**src/rtl/conv.sv**
```systemverilog
// -----------------------------------------------------------------------------
// conv : 3x3 signed 2-D correlation datapath for the image-filter pipeline.
//
// A 3x3 kernel and a sliding 3x3 pixel window are built up one column at a
// time. A three-stage multiply/add pipeline runs on every clock and produces
// one scaled result per cycle. The result tracks whatever kernel/window pair
// is currently loaded. Deciding which results are written to memory is left
// to the controlling FSM outside this block.
//
// Input strobe: a column is accepted on a rising CLK100MHZ edge when i_valid
// is high. There is no ready/backpressure, because the block can always
// accept. i_selecK_I, sampled on the same edge, routes the column: 0 sends it
// to the kernel and 1 sends it to the window. With i_valid low, both the
// kernel and the window hold their contents.
//
// Ports:
//   CLK100MHZ  in   1          clock, all state on rising edge
//   i_reset    in   1          asynchronous, active-low reset
//   i_dato0    in   BIT_LEN    column element, row 0 (signed)
//   i_dato1    in   BIT_LEN    column element, row 1 (signed)
//   i_dato2    in   BIT_LEN    column element, row 2 (signed)
//   i_selecK_I in   1          0 = kernel column, 1 = image column
//   i_valid    in   1          column strobe
//   o_data     out  RAM_WIDTH  signed result, acc >>> (CONV_LEN-CONV_LPOS)
//
// Latency: o_data reflects the kernel/window state captured on edge E0
// starting just after edge E3 (products at E1, column sums at E2, output E3).
// M_LEN must be 3 and RAM_WIDTH must equal CONV_LPOS.
// -----------------------------------------------------------------------------
module conv #(
    parameter int BIT_LEN   = 8,
    parameter int CONV_LEN  = 20,
    parameter int CONV_LPOS = 13,
    parameter int M_LEN     = 3,
    parameter int RAM_WIDTH = 13
) (
    input  logic                 CLK100MHZ,
    input  logic                 i_reset,
    input  logic [BIT_LEN-1:0]   i_dato0,
    input  logic [BIT_LEN-1:0]   i_dato1,
    input  logic [BIT_LEN-1:0]   i_dato2,
    input  logic                 i_selecK_I,
    input  logic                 i_valid,
    output logic [RAM_WIDTH-1:0] o_data
);

    localparam int PROD_W = 2 * BIT_LEN;
    // The kernel is Q1.7 for 8-bit coefficients. Dropping the low bits
    // rescales the result back to pixel units.
    localparam int SHIFT  = CONV_LEN - CONV_LPOS;

    // Arrays are indexed [column][row]. Column 0 is the oldest column.
    logic signed [BIT_LEN-1:0]  kern    [M_LEN][M_LEN];
    logic signed [BIT_LEN-1:0]  win     [M_LEN][M_LEN];
    logic signed [BIT_LEN-1:0]  new_col [M_LEN];

    logic signed [PROD_W-1:0]   prod_d  [M_LEN][M_LEN];
    logic signed [PROD_W-1:0]   prod_q  [M_LEN][M_LEN];
    logic signed [CONV_LEN-1:0] csum_d  [M_LEN];
    logic signed [CONV_LEN-1:0] csum_q  [M_LEN];
    logic signed [CONV_LEN-1:0] acc_d;
    logic [RAM_WIDTH-1:0]       out_d;

    logic load_k;
    logic load_x;

    assign load_k = i_valid & ~i_selecK_I;
    assign load_x = i_valid &  i_selecK_I;

    always_comb begin
        new_col[0] = i_dato0;
        new_col[1] = i_dato1;
        new_col[2] = i_dato2;
    end

    // -------------------------------------------------------------------------
    // Kernel registers. Three kernel columns in a row fill the kernel, and the
    // first column sent ends up in column 0.
    // -------------------------------------------------------------------------
    always_ff @(posedge CLK100MHZ or negedge i_reset) begin
        if (!i_reset) begin
            for (int c = 0; c < M_LEN; c++) begin
                for (int r = 0; r < M_LEN; r++) begin
                    kern[c][r] <= '0;
                end
            end
        end else if (load_k) begin
            for (int c = 0; c < M_LEN - 1; c++) begin
                for (int r = 0; r < M_LEN; r++) begin
                    kern[c][r] <= kern[c+1][r];
                end
            end
            for (int r = 0; r < M_LEN; r++) begin
                kern[M_LEN-1][r] <= new_col[r];
            end
        end
    end

    // -------------------------------------------------------------------------
    // Pixel window. It uses the same shift rule as the kernel.
    // -------------------------------------------------------------------------
    always_ff @(posedge CLK100MHZ or negedge i_reset) begin
        if (!i_reset) begin
            for (int c = 0; c < M_LEN; c++) begin
                for (int r = 0; r < M_LEN; r++) begin
                    win[c][r] <= '0;
                end
            end
        end else if (load_x) begin
            for (int c = 0; c < M_LEN - 1; c++) begin
                for (int r = 0; r < M_LEN; r++) begin
                    win[c][r] <= win[c+1][r];
                end
            end
            for (int r = 0; r < M_LEN; r++) begin
                win[M_LEN-1][r] <= new_col[r];
            end
        end
    end

    // -------------------------------------------------------------------------
    // Stage 1: nine element-wise products. This is a correlation, so the
    // kernel is not flipped. The operands are sign-extended before the
    // multiply, which makes the PROD_W-bit result exact.
    // -------------------------------------------------------------------------
    always_comb begin
        for (int c = 0; c < M_LEN; c++) begin
            for (int r = 0; r < M_LEN; r++) begin
                prod_d[c][r] = PROD_W'(kern[c][r]) * PROD_W'(win[c][r]);
            end
        end
    end

    always_ff @(posedge CLK100MHZ or negedge i_reset) begin
        if (!i_reset) begin
            for (int c = 0; c < M_LEN; c++) begin
                for (int r = 0; r < M_LEN; r++) begin
                    prod_q[c][r] <= '0;
                end
            end
        end else begin
            for (int c = 0; c < M_LEN; c++) begin
                for (int r = 0; r < M_LEN; r++) begin
                    prod_q[c][r] <= prod_d[c][r];
                end
            end
        end
    end

    // -------------------------------------------------------------------------
    // Stage 2: per-column sums, sign-extended to the accumulator width.
    // -------------------------------------------------------------------------
    always_comb begin
        for (int c = 0; c < M_LEN; c++) begin
            csum_d[c] = '0;
            for (int r = 0; r < M_LEN; r++) begin
                csum_d[c] = csum_d[c] + CONV_LEN'(prod_q[c][r]);
            end
        end
    end

    always_ff @(posedge CLK100MHZ or negedge i_reset) begin
        if (!i_reset) begin
            for (int c = 0; c < M_LEN; c++) begin
                csum_q[c] <= '0;
            end
        end else begin
            for (int c = 0; c < M_LEN; c++) begin
                csum_q[c] <= csum_d[c];
            end
        end
    end

    // -------------------------------------------------------------------------
    // Stage 3: total and scale. The arithmetic shift truncates toward minus
    // infinity, and there is no rounding or saturation. The accumulator has
    // headroom for the worst case, 9 * (-128 * -128).
    // -------------------------------------------------------------------------
    always_comb begin
        acc_d = '0;
        for (int c = 0; c < M_LEN; c++) begin
            acc_d = acc_d + csum_q[c];
        end
        out_d = RAM_WIDTH'(acc_d >>> SHIFT);
    end

    always_ff @(posedge CLK100MHZ or negedge i_reset) begin
        if (!i_reset) begin
            o_data <= '0;
        end else begin
            o_data <= out_d;
        end
    end

endmodule

```
**config.mk**
```make
export PLATFORM = sky130hd
export DESIGN_NAME = conv
export DESIGN_NICKNAME = d
export VERILOG_FILES = /design/src/rtl/conv.sv
export SDC_FILE = /design/constraint.sdc
export NUM_CORES = 2
export LEC_CHECK = 0
export CAP_MARGIN = 20
export CORE_UTILIZATION = 45
export CTS_BUF_LIST = sky130_fd_sc_hd__clkbuf_16
export DETAILED_ROUTE_END_ITERATION = 8
export SLEW_MARGIN = 20
export SYNTH_ARGS = -nofsm -noshare
export SYNTH_HDL_FRONTEND = slang
export SYNTH_SLANG_ARGS = --single-unit
```
**constraint.sdc**
```tcl
create_clock -name CLK100MHZ -period 4.5 [get_ports CLK100MHZ]
set_input_delay 0.45 -clock CLK100MHZ [delete_from_list [all_inputs] [get_ports CLK100MHZ]]
set_output_delay 0.45 -clock CLK100MHZ [all_outputs]
set_load 0.005 [all_outputs]
```
==> results_dict.tcl <==
set metrics [dict create \
    final_cell_mix "inv_1 (784), fa_1 (559), and2_1 (383)" \
    vias 23700 \
    cts_tree "yes" \
    hold_class "in -> async" \
    yosysWarnings 0 \
    synth-main-ff-cell "dfrtp_1" \
    path_class "reg -> reg" \
    grt_first_pass_wirelength_um 132000 \
    synth-seq-cells 355 \
    fill_cells 7431 \
    cts.sinks 355 \
    cp_max_fo 7 \
    start_util 0.456 \
    synth_cells 3556 \
    core_um2 82100 \
    grt_overflow 0 \
    antenna_found_initial 0 \
    rows 105 \
    dr.pass1.iters 5 \
    worst_path_max_delay_cell "fa_1" \
    rsz0062_at_grt "true" \
    multi_input_area_um2 25600 \
    syn_to_final_growth_pct 11.8 \
    crit_family "adder cells" \
    maxCapViolations 0 \
    grtUsageTotal 0.194 \
    utilization 0.509 \
    syn_area_um2 37400 \
    ys_seq_area_frac 0.237 \
    synth_cell_type_count 65 \
    fmax_mhz 230 \
    clock_latency_ps 580 \
    final_layout_size_suffix_gt1_frac 0.120 \
    startpoint_type "register" \
    cts_buffers 43 \
    io_buffers 40 \
    outcome "complete, no violations" \
    min_period_ps 4360 \
    post-route-drc-count 0 \
    wirelength_um 77100 \
    crit_buf_inv 4 \
    synthesis.nets 4474 \
    finalMaxSlewViolations 0 \
    path_clk_slew_ps 60 \
    htreeDepth 2 \
    skew_ps 25.6 \
    fin_nets 4658 \
    grt_start_max_net_pins 109 \
    seqCellArea_um2 8910 \
    cts_root_buffer "clkbuf_16" \
    antenna_cells 0 \
    ant_nets 0 \
    worst_pin_slew_ps 972 \
    dp.final_hpwl_um 64000 \
    setup_violations 0 \
    drt_iter0_drc 884 \
    die-area_um2 84300 \
    min_period_over_period 0.968 \
    clockBufferDepth 3 \
    crit_chain "and2_1 -> fa_1 -> inv_1 -> fa_1 -> inv_1 -> fa_1 -> inv_1 -> fa_1 -> inv_2 -> ha_4 -> a21oi_4 -> o21ai_2 -> or4_4 -> a2111o_1 -> o211ai_2" \
    avgSynthCellArea_um2 10.5 \
    die_h_um 290 \
    grt_pass1_vias 25600 \
    timing.critical_path.mode_cell "fa_1" \
    max_slew_margin 0.352 \
    final_common_cell "inv_1" \
    synth_edf_count 0 \
    end_kind "register" \
    final_hold_viol_count 0 \
    place.gp.congestion 0.850 \
    cp.arrival_ps 4850 \
    synthArstFlopShare 1.00 \
    drt-wirelength-per-cell_um 15.9 \
    crit_required_ps 5000 \
    via_per_inst 4.90 \
    die_x_um 290 \
    max_stage_delay_ps 530 \
    pin_count 41 \
]
[flip-flops by register name (all words and copies together) (netlist names)]
signal  cells
prod_q    144
kern       72
win        72
csum_q     54
o_data     13
[routing by layer]
metal / global-route usage / vias to the layer above / part of all wire
met5: 0 / - / 0
met4: 0.0511 / 0 / 0.026
li1: - / 11400 / -
met2: 0.334 / 236 / 0.50
met1: 0.259 / 12000 / 0.45
met3: 0.0244 / 85 / 0.029
[kinds of logic (layout without fill, tap and decap cells)]
| kind of cell | count (synthesis) | after routing | share of synthesized area |
|---|---|---|---|
| adder cells (fa/ha/maj) | 890 | 890 | 0.411 |
| AND/OR/NAND/NOR | 845 | 845 | 0.125 |
| buffers and inverters | 840 | 1055 | 0.0843 |
| multiplexers | 154 | 154 | 0.0463 |
| XOR/XNOR | 190 | 190 | 0.0445 |
| flip-flops | 355 | 355 | 0.237 |
| AO/OA/AOI/OAI | 282 | 282 | 0.0518 |
[metrics by stage]
| step | hold WS [ps] | cell area [um2] | worst slack (ps) | setup TNS [ps] | cells |
|---|---|---|---|---|---|
| floorplan | 154 | 37400 | 166 | 0 | 3556 |
| global placement | 514 | 40100 | 60.0 | 0 | 4757 |
| detailed placement | 532 | 40100 | -5.50 | -5.50 | 4757 |
| CTS | 479 | 41500 | 24.8 | 0 | 4834 |
| global route | 500 | 41800 | -19.3 | -38.3 | 4841 |
| finish | 490 | 41800 | 143 | 0 | 4841 |
[path summary, 6_finish.rpt]
check	cells past startpoint	end	from	slack [ps]
setup / recovery	15	prod_q[14]	kern[3]	140
hold / removal	2	prod_q[111]	i_reset	490
setup reg to reg	15	prod_q[14]	kern[3]	140
hold reg to reg	1	win[52]	win[52]	540
max in group asynchronous	3	kern[4]	i_reset	2870
min in group CLK100MHZ	2	win[6]	i_dato2[6]	510
[synthesized netlist by cell type, types with 3 or more instances]
| library cell | number | area (um2) |
|---|---|---|
| or3_1 | 15 | 93.8 |
| a211oi_1 | 7 | 52.6 |
| and3_1 | 6 | 37.5 |
| or2_2 | 5 | 31.3 |
| ha_1 | 327 | 4090 |
| o21ai_0 | 45 | 225 |
| xor2_1 | 57 | 499 |
| clkbuf_1 | 57 | 214 |
| nor3_1 | 20 | 100 |
| o21a_1 | 9 | 67.6 |
| o21bai_1 | 16 | 120 |
| mux2_2 | 151 | 1700 |
| nor3b_1 | 6 | 45.0 |
| nor2_1 | 62 | 233 |
| a21o_1 | 43 | 323 |
| nor2b_1 | 72 | 450 |
| o22ai_1 | 5 | 31.3 |
| inv_1 | 783 | 2940 |
| and4_1 | 3 | 26.3 |
| a22o_1 | 3 | 26.3 |
| o311a_1 | 4 | 40.0 |
| a2111oi_0 | 3 | 26.3 |
| nand2b_1 | 28 | 175 |
| nand2_1 | 178 | 668 |
| nor4_1 | 4 | 25.0 |
| or4_1 | 7 | 52.6 |
| o211ai_1 | 6 | 45.0 |
| a21boi_0 | 8 | 60.1 |
| nand4b_1 | 4 | 35.0 |
| and2_1 | 388 | 2430 |
| fa_1 | 563 | 11300 |
| o2111ai_1 | 9 | 78.8 |
| mux2i_1 | 3 | 30.0 |
| dfrtp_1 | 355 | 8880 |
| a31oi_1 | 12 | 75.1 |
| a311oi_1 | 11 | 96.3 |
| nand3_1 | 29 | 145 |
| nand4_1 | 11 | 68.8 |
| a21oi_1 | 68 | 340 |
| xnor2_1 | 133 | 1160 |
| nand3b_1 | 5 | 37.5 |
| o311ai_0 | 5 | 43.8 |
[cell type report]
type,count,share of cell area
flip-flops and latches,355,0.213
inverters,783,0.0703
multi-input cells,2361,0.612
clock buffers,44,0.0263
repair buffers,196,0.0388
clock inverters,32,0.00751
well taps,1070,0.0320
[what timing repair did]
item,CTS,global route
setup buffers,0,7
hold buffers,1,0
pin swaps,0,17
endpoints found under the hold margin,88,0
gates resized for setup,1,74
endpoints found under the setup margin,1,27
Power is not shown: default switching activity piles up to over one toggle a cycle in this logic, so the estimate is an artifact.
